==> config.mk <==
export PLATFORM = sky130hd
export DESIGN_NAME = gray_ptr_ctrl
export DESIGN_NICKNAME = d
export VERILOG_FILES = /design/src/rtl/gray_pkg.sv /design/src/rtl/gray_decode_reg.sv /design/src/rtl/gray_ptr_ctrl.sv
export SDC_FILE = /design/constraint.sdc
export NUM_CORES = 1
export LEC_CHECK = 0
export CORE_MARGIN = 1
export CORE_UTILIZATION = 40
export DETAILED_ROUTE_END_ITERATION = 7
export PLACE_DENSITY = 0.72
export SETUP_SLACK_MARGIN = 0.3
export SYNTH_ARGS = -nofsm -noshare
export SYNTH_HDL_FRONTEND = slang
export SYNTH_HIERARCHICAL = 1
export SYNTH_SLANG_ARGS = --single-unit
==> constraint.sdc <==
create_clock -name clk -period 2.5 [get_ports clk]
set_input_delay 0.5 -clock clk [delete_from_list [all_inputs] [get_ports clk]]
set_output_delay 0.5 -clock clk [all_outputs]
set_load 0.01 [all_outputs]
==> src/rtl/gray_pkg.sv <==
// Shared Gray-code helpers for the pointer controller.
// Contents:
//   SIDE_WR / SIDE_RD : values of the SIDE parameter (write side / read side)
//   GRAY_MAX_W        : widest vector the helpers operate on
//   bin2gray(b, w)    : binary -> Gray over the low w bits, upper bits cleared
//   gray2bin(g, w)    : Gray -> binary over the low w bits, upper bits cleared
// Callers zero-extend their operand to GRAY_MAX_W and cast the result back
// to their own width, so one pair of functions serves every pointer width.
package gray_pkg;

    localparam int SIDE_WR    = 0;
    localparam int SIDE_RD    = 1;
    localparam int GRAY_MAX_W = 32;

    function automatic logic [GRAY_MAX_W-1:0] bin2gray(
        input logic [GRAY_MAX_W-1:0] b,
        input int                    w
    );
        logic [GRAY_MAX_W-1:0] g;
        g = b ^ (b >> 1);
        for (int i = 0; i < GRAY_MAX_W; i++) begin
            g[i] = (i < w) ? g[i] : 1'b0;
        end
        return g;
    endfunction

    function automatic logic [GRAY_MAX_W-1:0] gray2bin(
        input logic [GRAY_MAX_W-1:0] g,
        input int                    w
    );
        logic [GRAY_MAX_W-1:0] gm;
        logic [GRAY_MAX_W-1:0] b;
        gm = g;
        for (int i = 0; i < GRAY_MAX_W; i++) begin
            gm[i] = (i < w) ? g[i] : 1'b0;
        end
        // Binary bit i is the XOR of every Gray bit at or above i.
        for (int i = 0; i < GRAY_MAX_W; i++) begin
            b[i] = (i < w) ? (^(gm >> i)) : 1'b0;
        end
        return b;
    endfunction

endpackage

==> src/rtl/gray_decode_reg.sv <==
// Registered Gray-to-binary decode of the remote pointer.
// Ports:
//   clk      : clock, rising edge
//   rst      : synchronous active-high reset, clears bin_q
//   gray_in  : W-bit Gray pointer already synchronised into this domain
//   bin_q    : W-bit binary equivalent, one cycle behind gray_in
module gray_decode_reg
    import gray_pkg::*;
#(
    parameter int W = 5
) (
    input  logic         clk,
    input  logic         rst,
    input  logic [W-1:0] gray_in,
    output logic [W-1:0] bin_q
);

    // Decode register: reloaded every cycle from the synchronised Gray value.
    always_ff @(posedge clk) begin
        if (rst) begin
            bin_q <= {W{1'b0}};
        end else begin
            bin_q <= W'(gray2bin(GRAY_MAX_W'(gray_in), W));
        end
    end

endmodule

==> src/rtl/gray_ptr_ctrl.sv <==
// One side of an async-FIFO pointer pair: local binary/Gray pointer,
// full or empty flag, almost flag, occupancy estimate and sticky overflow.
// Parameters: AW address width (pointers AW+1 bits), SIDE write(0)/read(1),
//             ALMOST almost-threshold in entries.
// Ports:
//   clk, rst   : clock and synchronous active-high reset
//   inc        : request to advance the local pointer by one entry
//   rgray_sync : remote Gray pointer, already synchronised into clk
//   ptr_bin    : local binary pointer (registered)
//   ptr_gray   : local Gray pointer (registered, exported to remote domain)
//   addr       : memory address, low AW bits of ptr_bin
//   flag       : full (write side) or empty (read side), registered
//   almost     : almost-full / almost-empty
//   level      : occupancy estimate 0 .. 2^AW
//   ovf_err    : sticky, set by a request while flag is high
module gray_ptr_ctrl
    import gray_pkg::*;
#(
    parameter int AW     = 4,
    parameter int SIDE   = SIDE_WR,
    parameter int ALMOST = 2
) (
    input  logic          clk,
    input  logic          rst,
    input  logic          inc,
    input  logic [AW:0]   rgray_sync,
    output logic [AW:0]   ptr_bin,
    output logic [AW:0]   ptr_gray,
    output logic [AW-1:0] addr,
    output logic          flag,
    output logic          almost,
    output logic [AW:0]   level,
    output logic          ovf_err
);

    localparam int          PW         = AW + 1;
    localparam logic [AW:0] FULL_THR   = PW'((1 << AW) - ALMOST);
    localparam logic [AW:0] ALMOST_THR = PW'(ALMOST);
    localparam logic        FLAG_RST   = (SIDE == SIDE_RD);

    logic        advance_s;
    logic [AW:0] bin_next_s;
    logic [AW:0] gray_next_s;
    logic [AW:0] full_pat_s;
    logic        flag_next_s;
    logic [AW:0] rbin_q;

    // Next pointer and next flag; the flag is judged on the pointer value
    // being loaded this edge against the current remote Gray pointer, so a
    // simultaneous remote change and local advance are both accounted for.
    always_comb begin
        advance_s   = inc & ~flag;
        bin_next_s  = ptr_bin + {{AW{1'b0}}, advance_s};
        gray_next_s = PW'(bin2gray(GRAY_MAX_W'(bin_next_s), PW));
        // Full when the local pointer is exactly one lap ahead: in Gray code
        // that is the remote value with its two top bits inverted.
        full_pat_s  = {~rgray_sync[AW:AW-1], rgray_sync[AW-2:0]};
        flag_next_s = (SIDE == SIDE_RD) ? (gray_next_s == rgray_sync)
                                        : (gray_next_s == full_pat_s);
    end

    // Pointer, flag and sticky error registers.
    always_ff @(posedge clk) begin
        if (rst) begin
            ptr_bin  <= {PW{1'b0}};
            ptr_gray <= {PW{1'b0}};
            flag     <= FLAG_RST;
            ovf_err  <= 1'b0;
        end else begin
            ptr_bin  <= bin_next_s;
            ptr_gray <= gray_next_s;
            flag     <= flag_next_s;
            ovf_err  <= ovf_err | (inc & flag);
        end
    end

    gray_decode_reg #(
        .W (PW)
    ) u_decode (
        .clk     (clk),
        .rst     (rst),
        .gray_in (rgray_sync),
        .bin_q   (rbin_q)
    );

    // Occupancy and almost flag, derived from registers only; level may trail
    // the remote pointer by the one cycle of the decode stage.
    always_comb begin
        addr   = ptr_bin[AW-1:0];
        level  = (SIDE == SIDE_RD) ? (rbin_q - ptr_bin) : (ptr_bin - rbin_q);
        almost = (SIDE == SIDE_RD) ? (level <= ALMOST_THR) : (level >= FULL_THR);
    end

endmodule

Yosys cells after proc, flatten, opt, wreduce, memory -nomap -nowiden
Index checks and enable logic that the tools add are counted.
Operators by class
  add/subtract/negate cells: 2
  $lt $le $gt $ge: 1
  equality and inequality tests: 1
  bitwise operators: 6
  reductions and logical operators: 5
Operators with widths (count)
  $reduce_xor A32 Y1: 5
  $add A5 B1 Y5: 1
  $eq A5 B5 Y1: 1
  $ge A5 B4 Y1 const B: 1
  $sub A5 B5 Y5: 1
  $xor A5 B4 Y5: 1
  $and A1 B1 Y1: 2
  $not A2 Y2: 1
  $not A1 Y1: 1
  $or A1 B1 Y1: 1
Word-level totals
  register bits after elaboration: 17
  bits of input ports: 8
  output and inout port bits: 22
  word-level logic and storage cells: 20

Logic depth before layout (Yosys ltp)
  depth in word-level cells: 5
  gate-level depth with buffers: 8
  depth with buffers taken out: 8

Hierarchy
Netlist, hierarchy kept.
By module, submodules not included
  gray_ptr_ctrl: times used 1, cells each 96, area an instance 848.3 um2, seq. area each 220.2 um2
  gray_decode_reg: times used 1, cells each 17, area an instance 183.9 um2, seq. area each 100.1 um2

Worst setup path before layout
No wires, ideal clock.
  path kind: input to register
  start point: input port inc
  end point: register flag
  arrival time: 2.215 ns
  required time: 2.397 ns
  path slack: 0.181 ns
  cell stages on the path: 8
  cell sequence: nor2b_1 -> ha_1 -> ha_1 -> buf_6 -> xor3_1 -> or3_1 -> a21o_1 -> a2111oi_2
Between the ends
  longest elaborated chain between the ends: 4
RTL lines
  start, declared: RTL line gray_ptr_ctrl.sv:25  | input logic inc,
  $and A1 B1 Y1: RTL line gray_ptr_ctrl.sv:52  | advance_s = inc & ~flag;
  $add A5 B1 Y5: RTL line gray_ptr_ctrl.sv:53  | bin_next_s = ptr_bin + {{AW{1'b0}}, advance_s};
  $xor A5 B4 Y5: RTL line gray_pkg.sv:20  | g = b ^ (b >> 1);
  $eq A5 B5 Y1: RTL line gray_ptr_ctrl.sv:59  | : (gray_next_s == full_pat_s);
  end signal, assigned: RTL line gray_ptr_ctrl.sv:72  | flag <= flag_next_s;
  end, declared: RTL line gray_ptr_ctrl.sv:30  | output logic flag,
Every way passes these cells.
A chain may end at the register's enable or synchronous reset.

Worst setup path in the final report
  start point: register ptr_bin[0]
  end point: output port almost
Between the ends
  longest elaborated chain between the ends: 2
RTL lines
  start, declared: RTL line gray_ptr_ctrl.sv:27  | output logic [AW:0] ptr_bin,
  start signal, assigned: RTL line gray_ptr_ctrl.sv:65  | ptr_bin <= {PW{1'b0}};
  start signal, assigned: RTL line gray_ptr_ctrl.sv:70  | ptr_bin <= bin_next_s;
  $sub A5 B5 Y5: RTL line gray_ptr_ctrl.sv:90  | level = (SIDE == SIDE_RD) ? (rbin_q - ptr_bin) : (ptr_bin - rbin_q);
  $ge A5 B4 Y1: RTL line gray_ptr_ctrl.sv:91  | almost = (SIDE == SIDE_RD) ? (level <= ALMOST_THR) : (level >= FULL_THR);
  end, declared: RTL line gray_ptr_ctrl.sv:31  | output logic almost,
Every way passes these cells.

==> results.ini <==
[clocking]
cts_tree=yes
htreeDepth=1
clkTransAtPathRegs_ps=80
cts_buffers=3
clk_path_buf_depth=2
clock_latency_ps=280
root_buffer=clkbuf_4
cts.sinks=16

[grt]
grt-ovfl-total=0
grt_max_degree=18
grtUsageTotal=0.182
antenna_found_initial=0
grt_pass1_wl_um=3620
grt_pass1_vias=843

[place]
routabilityCongestion=0.849
pre_cts_ws_ps=-143
portBuffers=29
dp_hpwl_um=1650
dpl_cell_area_mm2=0.00136

[logic_synthesis]
syn_avg_cell_area_um2=9.13
ys.warnings.count=6
syn_area_mm2=0.00103
yosysTopAreaCell=dfxtp_1
ys_seq_elements=16
synth_top_area_frac=0.310
syn_nets=128
synth_cells=113
yosysSeqAreaShare=0.310
ys_types=34
synthTopCellsByArea=dfxtp_1 (31%), ha_1 (7.3%), xnor2_1 (5.9%)

[timing]
fmax_ghz=0.408
finalWorstSetupSlack_ps=47.1
maxSlewViolCount=0
post-route-period-util=0.981
grt_setup_unrepaired=yes
setup_tns_ps=0
skew_ps=2.66
fin_crit_ps=2450
finalHoldViolations=0
worst_pin_slew_ps=588
setup_viol=0
maxSlewHeadroom=0.607

[worst_setup_path]
critPathMaxStageDelay_ps=340
cp_cell_sequence=inv_2, ha_4, inv_2, fa_2, a21o_1, a21oi_2, xnor2_1, a41o_1, buf_2
crit_type=register to primary output
critPathBufInv=3
cp.arrival_ps=1950
cpLargestDelayFamily=compound AO/OA/AOI/OAI gates
rrSetupSlack_ps=610
worstSetupStartpointType=register
cp-end-kind=primary output
path_common_cell=inv_2
cp_max_fo=2
slowest_stage=fa_2
worstPathRequired_ps=2000

[status]
status=complete, no violations

[final_layout]
area_growth_pct=46.1
antenna_cells=0
nets=167
drive_gt1_frac=0.280
postLayoutCellArea_mm2=0.00151
finish.utilization=0.614

[die]
core_region_area_mm2=0.00245
rows=18
die_w_um=52.8
initial_core_util=0.420
fp.dieH_um=52.8
dieArea_mm2=0.00279
ios=30

[route]
routedWlPerCell_um=12.5
vias_per_cell=4.90
firstDrtPassIters=4
wirelength_um=2240
vias=882
drtAntennaViolNets=0
drc=0
drt_iter0_markers=7

[job]
maxCapViolations=0

[power_and_ir_drop]
finalPower_mw=0.718
irDropWorstVdd_mv=0.415
p_leak_nw=0.655
power_density_mw_per_mm2=476

[hold_path]
hold_class=register to register

==> worst min-delay path: cells and delay by family, from the launching register on <==
| family | cells | cell delay, ps |
|---|---|---|
| AOI/OAI and AO/OA | 1 | 40 |
| DFF | 1 | 330 |
| and+or+nand+nor | 1 | 80 |
==> what timing repair did <==
| action | CTS | global route |
|---|---|---|
| resized for setup | 37 | 4 |
| buffers inserted | 5 | 1 |
| hold buffers | 0 | 0 |
| setup endpoints to repair | 6 | 6 |
| pin swaps | 11 | 6 |
==> placed cells by master, fill, tap and decap left out, drive strengths merged, types with 5 or more instances in the layout <==
| master | instances |
|---|---|
| nor2 | 10 |
| a21oi | 6 |
| xnor2 | 8 |
| inv | 8 |
| nor2b | 7 |
| o21ai | 5 |
| xor2 | 7 |
| buf | 18 |
| ha | 6 |
| clkdlybuf4s50 | 23 |
| dfxtp | 16 |
==> area by class of cell <==
cell class	instances	area [um^2]
Timing Repair Buffer	43	387
Multi-Input combinational cell	80	706
Clock buffer	3	22.5
Sequential cell	16	325
Fill cell	226	947
Inverter	8	30.0
Tap cell	30	37.5
==> through the flow <==
| stage | instances | hold slack (ps) |
|---|---|---|
| 2_1_floorplan | 113 | 502 |
| 3_3_place_gp | 171 | 455 |
| 3_5_place_dp | 171 | 474 |
| 4_1_cts | 179 | 494 |
| 5_1_grt | 180 | 556 |
| 6_report | 180 | 492 |
==> power breakdown <==
group,leakage (nW),internal [mW],switching [mW]
sequential,0.132,0.273,0.00839
clock,0.0138,0.0560,0.0751
combinational,0.508,0.172,0.132
==> routing by layer <==
layer	track usage	share of wire	vias up
met4	0.0789	0.020	0
met1	0.198	0.42	411
met5	0	0	-
met3	0.0261	0.022	5
met2	0.344	0.54	16
li1	-	-	450
==> kinds of logic (layout without fill, tap and decap cells) <==
group                    count (synthesis)  after routing  share of synthesized area
AND/OR/NAND/NOR                         35             35                      0.185
AO/OA/AOI/OAI                           20             20                      0.131
XOR/XNOR                                17             17                      0.181
buffers and inverters                   17             54                     0.0897
flip-flops                              16             16                      0.310
adder cells (fa/ha/maj)                  7              7                     0.0921
multiplexers                             1              1                     0.0109
==> final timing paths <==
| kind | startpoint | to | cells past startpoint |
|---|---|---|---|
| setup / recovery | ptr_bin[0] | almost | 9 |
| hold / removal | ovf_err | ovf_err | 2 |
| setup reg to reg | ptr_bin[1] | flag | 8 |
| hold reg to reg | ovf_err | ovf_err | 2 |
==> registers in the layout (all words and copies together) (netlist names) <==
name            flops
ptr_gray            4
ptr_bin             5
u_decode/bin_q      5
ovf_err             1
flag                1
==> cells in the mapped netlist <==
cell type / count
nand4bb_1: 1
xor2_1: 7
clkbuf_1: 1
or2_2: 1
nor2_1: 10
a21o_1: 2
nor3b_1: 2
a21boi_0: 1
xnor2_2: 1
nor4_1: 1
nor3_1: 3
o211a_1: 1
ha_1: 6
buf_2: 2
dfxtp_1: 16
a21oi_1: 6
a2111oi_2: 1
mux2_1: 1
nand2_1: 2
or3_1: 2
o21ai_0: 5
xor3_1: 2
nor2b_1: 7
buf_4: 5
fa_1: 1
and3b_1: 1
xnor2_1: 7
and2_1: 1
o21a_1: 3
buf_6: 1
a41o_1: 1
nand3_1: 3
and3_1: 1
inv_1: 8
Power figures use the tool's default switching activity.
